==> src/rtl/reg_file.sv <==
// 32-entry integer register file: two bypassable read ports, one write port,
// a never-bypassed debug read port and a committed-write counter. x0 reads as zero.
module reg_file #(
    parameter int unsigned N      = 32,
    parameter int unsigned ADDR_W = 5,
    parameter bit          BYPASS = 1'b1
) (
    input  logic              clk_i,
    input  logic              reset_i,
    input  logic [ADDR_W-1:0] a1_i,
    input  logic [ADDR_W-1:0] a2_i,
    input  logic [ADDR_W-1:0] a3_i,
    input  logic              we3_i,
    input  logic [N-1:0]      wd3_i,
    output logic [N-1:0]      rd1_o,
    output logic [N-1:0]      rd2_o,
    input  logic [ADDR_W-1:0] dbg_a_i,
    output logic [N-1:0]      dbg_rd_o,
    output logic [15:0]       wr_count_o
);

    localparam int unsigned Depth = 2 ** ADDR_W;

    // x0 has no storage; entry 0 is deliberately absent from the array.
    logic [N-1:0] regs_q [1:Depth-1];
    logic [15:0]  wr_count_q;
    logic [15:0]  wr_count_d;
    logic         wr_en;

    assign wr_en      = we3_i && !reset_i && (a3_i != '0);
    assign wr_count_d = wr_count_q + 16'd1;

    always_ff @(posedge clk_i) begin
        if (reset_i) begin
            for (int i = 1; i < Depth; i++) begin
                regs_q[i] <= '0;
            end
            wr_count_q <= '0;
        end else if (wr_en) begin
            regs_q[a3_i] <= wd3_i;
            wr_count_q   <= wr_count_d;
        end
    end

    always_comb begin
        rd1_o    = '0;
        rd2_o    = '0;
        dbg_rd_o = '0;
        if (a1_i != '0) begin
            rd1_o = (BYPASS && wr_en && (a3_i == a1_i)) ? wd3_i : regs_q[a1_i];
        end
        if (a2_i != '0) begin
            rd2_o = (BYPASS && wr_en && (a3_i == a2_i)) ? wd3_i : regs_q[a2_i];
        end
        if (dbg_a_i != '0) begin
            dbg_rd_o = regs_q[dbg_a_i];
        end
    end

    assign wr_count_o = wr_count_q;

endmodule

==> config.mk <==
export PLATFORM = sky130hd
export DESIGN_NAME = reg_file
export DESIGN_NICKNAME = d
export VERILOG_FILES = /design/src/rtl/reg_file.sv
export SDC_FILE = /design/constraint.sdc
export NUM_CORES = 2
export LEC_CHECK = 0
export BUFFER_PORTS_ARGS = -buffer_cell sky130_fd_sc_hd__buf_2
export CORE_MARGIN = 8
export CORE_UTILIZATION = 41
export DETAILED_ROUTE_END_ITERATION = 8
export GPL_TIMING_DRIVEN = 0
export HOLD_SLACK_MARGIN = 0.12
export PLACE_DENSITY_LB_ADDON = 0.15
export SYNTH_ARGS = -nofsm -noshare
export SYNTH_HDL_FRONTEND = slang
export SYNTH_SLANG_ARGS = --single-unit
==> constraint.sdc <==
create_clock -name clk_i -period 4.5 [get_ports clk_i]
set_clock_uncertainty 0.2 [all_clocks]
set_input_delay 1.125 -clock clk_i [delete_from_list [all_inputs] [get_ports clk_i]]
set_output_delay 1.125 -clock clk_i [all_outputs]
set_load 0.02 [all_outputs]
# [After elaboration in Yosys (flattened, before gate mapping)]
# Memories as Yosys holds them, arrays and structs flattened.
# Index checks and enable logic that the tools add are counted.
[op_classes] addsub=1 n_mul=0 div=0 n_lt_le_gt_ge=0 n_eq_ne=2 shift=0 muxes=13 n_bitwise=0 reduce_logical=10
[op_table] op="two-way mux 32 bit" count=6
[op_table] op="OR reduction 32 bit" count=1
[op_table] op="nonzero test 5 bit" count=4
[op_table] op="adder 16 x 1 -> 16 bit, second input constant" count=1
[op_table] op="== test 5 bit" count=2
[op_table] op="two-way mux 1 bit" count=6
[op_table] op="two-way mux 5 bit" count=1
[op_table] op="logical AND 1 bit" count=4
[op_table] op="zero test 1 bit" count=1
[totals] regBits=16 latchBits=0 ramBits=992 mem_bits_ro=0 output_inout_bits=112 wordCells=28 memories=1
[memory_table] memory="regs_q" depth=31 word_bits=32 rd=3 rd_ports_with_merged_regs=0 write_ports=31 line_no="25" source="logic [N-1:0] regs_q [1:Depth-1];"

# [Longest topological paths before layout]
[logic_depth] ltp_word=8 ltp_mapped=10 depth_no_buf=5

# [Worst setup path after synthesis]
# OpenSTA, ideal clock, no wires.
[synth_path] path_kind="in2out" startpoint="input dbg_a_i[0]" endpoint="output dbg_rd_o[1]" arrival_time_ns=3.088 setup_slack_ns=0.087 stages=7 path_cell_list="clkbuf_1 clkbuf_1 buf_2 mux4_2 mux4_2 nand2_1 o21ai_0"
[synth_between] elab_chain_len=2 word_cells_on_any_way=3
[synth_rtl] element="from (decl)" line_no="17" source="input logic [ADDR_W-1:0] dbg_a_i,"
[synth_rtl] element="memory (31 x 32 bit) / nonzero test 5 bit (equally long branches)"
[synth_rtl] element="two-way mux 32 bit (*)" line_no="55" source="if (dbg_a_i != '0) begin"
[synth_rtl] element="to (decl)" line_no="18" source="output logic [N-1:0] dbg_rd_o,"
# Every way passes the cells marked *; elsewhere a longest branch is shown, timed or not.

# [Worst setup path in the final report]
[layout_path] startpoint="input a1_i[0]" endpoint="output rd1_o[1]"
[layout_between] elab_chain_len=4 word_cells_on_any_way=6
[layout_rtl] element="from (decl)" line_no="10" source="input logic [ADDR_W-1:0] a1_i,"
[layout_rtl] element="parallel branches: the longest is 3 deep, another holds memory (31 x 32 bit)"
[layout_rtl] element="two-way mux 32 bit (*)" line_no="49" source="if (a1_i != '0) begin"
[layout_rtl] element="to (decl)" line_no="15" source="output logic [N-1:0] rd1_o,"
# Every way passes the cells marked *.

==> implementation parameters <==
Parameter                              Value

Worst setup path
  Critical path's slowest cell ... sky130_fd_sc_hd__mux4_2
  Most frequent CP cell ... sky130_fd_sc_hd__buf_16
  Required time at the worst-slack endpoint ... between 3 and 4 ns
  Highest fanout seen on the critical path ... 6
  Worst setup SP type ... primary input
  CP cell instances ... buf_16 > buf_12 > buf_16 > buf_4 > buf_16 > mux4_2 > o22ai_4 > nor3_1 > a211o_2 > buf_6
  Crit path arrival time ... 3.58 ns
  Max incr delay on CP ... roughly 0.57 ns
  Category of the worst setup path capture point ... output port
  Critical path start-end classification ... primary input to output port

Route
  Residual antenna-violating net count after detailed routing ... 0
  Vias ... around 51000
  Count of routing violations after the opening detailed-route iteration ... 9888
  Drt wl/cell ... 49.1 µm
  Average via count per standard cell ... 7.20
  Detailed Routing Iterations Pass 1 ... 8
  DRC violation count after routing ... 0
  Detailed Route WL ... around 350 mm

Clocking
  Number of buffers between clock root and the deepest sink ... 3
  Sinks on the clock net ... 1040
  Clock slew seen by the registers of the worst setup and hold paths ... 0.07 ns
  Maximum level of the CTS H-tree ... 3
  TritonCTS clock tree ... yes
  Clock latency of the later-clocked register in the worst-skew pair ... 0.76 ns
  Number of CTS-inserted buffers ... 120
  CTS hold repair buffers ... 0
  CTS Root Cell ... sky130_fd_sc_hd__clkbuf_16

Logic synthesis
  Share of flip-flops with an asynchronous set or reset ... 0%
  Post-synthesis adder-cell area fraction ... 0.0195%
  Combinational family with the most area after synthesis ... multiplexers
  Post-synthesis instance total ... 4299
  Number of flops mapped to enable cells by yosys ... around 1000
  Share of synthesized area spent on multiplexers ... 30.8%
  Proportion of synthesized chip area in sequential cells ... between 40 and 50%
  Yosys warning count ... 0
  Synthesized-area fraction occupied by ao, oa, aoi and oai cells ... 4.51%
  Post-synthesis cell type count ... 56
  Post-Synthesis Cell Area ... between 60000 and 70000 µm²
  Mean post-synth cell area ... 14.9 µm²
  Share of the synthesized netlist area taken by xor and xnor gates ... less than 1%
  Leading register cell type out of synthesis ... sky130_fd_sc_hd__edfxtp_1
  FF+latch count, synth ... 1040
  Simple-Gate Fraction of Synth Area ... 12.6%

Timing
  Worst slew margin relative to its limit ... 1.92%
  Part of the cycle the worst path needs ... 109%
  Setup repair after global routing missed its margin ... yes
  Hold slack final ... 0.312 ns
  Tightest Pin Transition ... 1.47 ns
  Summed negative setup slack over all endpoints ... -21.10 ns
  Highest attainable clock frequency ... 204 MHz
  Shortest period the worst path allows ... about 5 ns
  Least setup slack across all paths after layout ... -0.402 ns
  Number of endpoints with negative hold slack in the final report ... 0
  Pins Over Slew Limit ... 0
  Count of endpoints failing setup in the final report ... 96

Global route
  First-pass GRT wire length ... between 400 and 500 mm
  Vias in the first global route ... 47399
  Met2 layer usage reported by global route ... 53.5%
  GRT overflow ... 0
  Overall global routing resource usage ... 38.8%
  GR met3 Demand/Resource ... 18.0%
  Initial antenna violation count ... 27
  Met1 GRT Util ... 46.9%
  Most Used Layer, Global Route ... met2
  Pin count of the biggest net entering global routing ... 33

Floorplanning
  Core region area ... between 150000 and 200000 µm²
  I/O pins ... between 150 and 200
  Die W ... 412 µm
  Initial Util ... 41.2%
  Die H ... 412 µm
  Number of rows created at floorplan ... 145
  DIE AREA ... 170000 µm²

Power
  Power per Cell Area ... 351 nW/µm²
  Worst IR drop on VDD ... 0.318 mV
  Cell leakage power ... about 29 nW
  Total design power ... 29.0 mW

Layout
  Area growth, synth to finish ... 28.7%
  Highest-count cells in the layout ignoring fill and taps ... sky130_fd_sc_hd__edfxtp_1, sky130_fd_sc_hd__and2_1, sky130_fd_sc_hd__mux4_2
  Layout cell share with drive strength beyond 1 ... 43.3%
  Count of nets after finishing ... 4934
  Area of all placed cells without fillers ... 82600 µm²
  Leading cell type in the layout, fill and taps excluded ... sky130_fd_sc_hd__edfxtp_1
  Number of filler instances in the final layout ... 12636

Placement
  Worst setup slack before clock tree synthesis ... -2.30 ns
  Port Buf Inserts ... 150
  Global placement routability congestion ... between 1 and 1.5
  Final HPWL DP ... 238 mm
  Area post-placement ... 67800 µm²

Flow run
  Number of maximum-capacitance constraint violations ... 0

Worst hold path
  Hold WC Path Type ... flip-flop to flip-flop

Run status
  Run status ... finished with violations
  Failing checks ... setup timing
==> critical path, delay by kind of cell <==
family,cells,cell delay [ns]
compound gates,2,0.69
mux,1,0.57
buf+inv,6,1.05
simple gates,1,0.10
==> synthesized netlist by cell type, types with 15 or more instances <==
cell type | number | area share, %
sky130_fd_sc_hd__buf_2 | 116 | 0.90
sky130_fd_sc_hd__o22ai_1 | 25 | 0.24
sky130_fd_sc_hd__buf_1 | 19 | 0.11
sky130_fd_sc_hd__mux2i_1 | 183 | 2.9
sky130_fd_sc_hd__a211o_1 | 51 | 0.70
sky130_fd_sc_hd__edfxtp_1 | 1024 | 48
sky130_fd_sc_hd__nor2_1 | 71 | 0.42
sky130_fd_sc_hd__nand2_1 | 54 | 0.32
sky130_fd_sc_hd__buf_4 | 21 | 0.25
sky130_fd_sc_hd__xnor2_1 | 15 | 0.20
sky130_fd_sc_hd__dfxtp_1 | 16 | 0.50
sky130_fd_sc_hd__and2_1 | 998 | 9.7
sky130_fd_sc_hd__inv_1 | 38 | 0.22
sky130_fd_sc_hd__clkbuf_1 | 318 | 1.9
sky130_fd_sc_hd__or2_2 | 35 | 0.34
sky130_fd_sc_hd__a22oi_1 | 34 | 0.40
sky130_fd_sc_hd__a211oi_1 | 172 | 2.0
sky130_fd_sc_hd__mux4_2 | 789 | 28
sky130_fd_sc_hd__nor2b_1 | 104 | 1.0
sky130_fd_sc_hd__o21ai_0 | 39 | 0.30
sky130_fd_sc_hd__nand3_1 | 19 | 0.15
==> area by class of cell <==
cell class	instances	area (µm²)	share of cell area (%)
well taps	2058	2570	3.12
plain buffers	474	5040	6.10
clock inverters	78	932	1.13
repair buffers	434	5180	6.26
multi-input cells	2770	34400	41.7
diodes	20	50.0	0.0606
flip-flops and latches	1040	31100	37.6
inverters	38	145	0.176
clock buffers	147	3210	3.89
==> routing by layer <==
layer  vias up  wire (µm)
met1     26342     116000
met2      4961     138000
li1      18243          -
met5         -        654
met3      1271      57200
met4        19      34700
==> what timing repair did <==
action                      CTS  global route
pin swaps                    64           108
setup buffers                90           157
cloned                       17            25
resized for setup          1425           356
setup endpoints to repair   112            96
==> worst paths after layout <==
path,from,slack [ns],cells past startpoint,end
min reg2reg,wr_count_o[7],0.31,2,wr_count_o[7]
min,wr_count_o[7],0.31,2,wr_count_o[7]
max,a1_i[0],-0.40,10,rd1_o[1]
max reg2reg,wr_count_o[3],2.51,5,wr_count_o[15]
==> state kept, by name (all words and copies together), names as in the netlist <==
| register | flops |
|---|---|
| regs_q | 1024 |
| wr_count_o | 16 |
==> power breakdown <==
part / total [mW] / internal [mW] / switching [mW]
combinational: 6.71 / 2.79 / 3.92
clock: 10.7 / 6.24 / 4.44
sequential: 11.6 / 11.2 / 0.412
total: 29.0 / 20.2 / 8.77
==> cell families after synthesis <==
logic type               after synthesis
AO/OA/AOI/OAI                        388
XOR/XNOR                              18
adder cells (fa/ha/maj)                1
buffers and inverters                520
flip-flops                          1040
multiplexers                         986
other                                  1
AND/OR/NAND/NOR                     1345
==> stage by stage <==
step                instances  utilization (%)
floorplan                4330                -
global placement         6538             43.4
detailed placement       6540             43.5
CTS                      6870             50.8
global route             7041             53.0
finish                   7059             53.0
(Power assumes the default switching activity.)
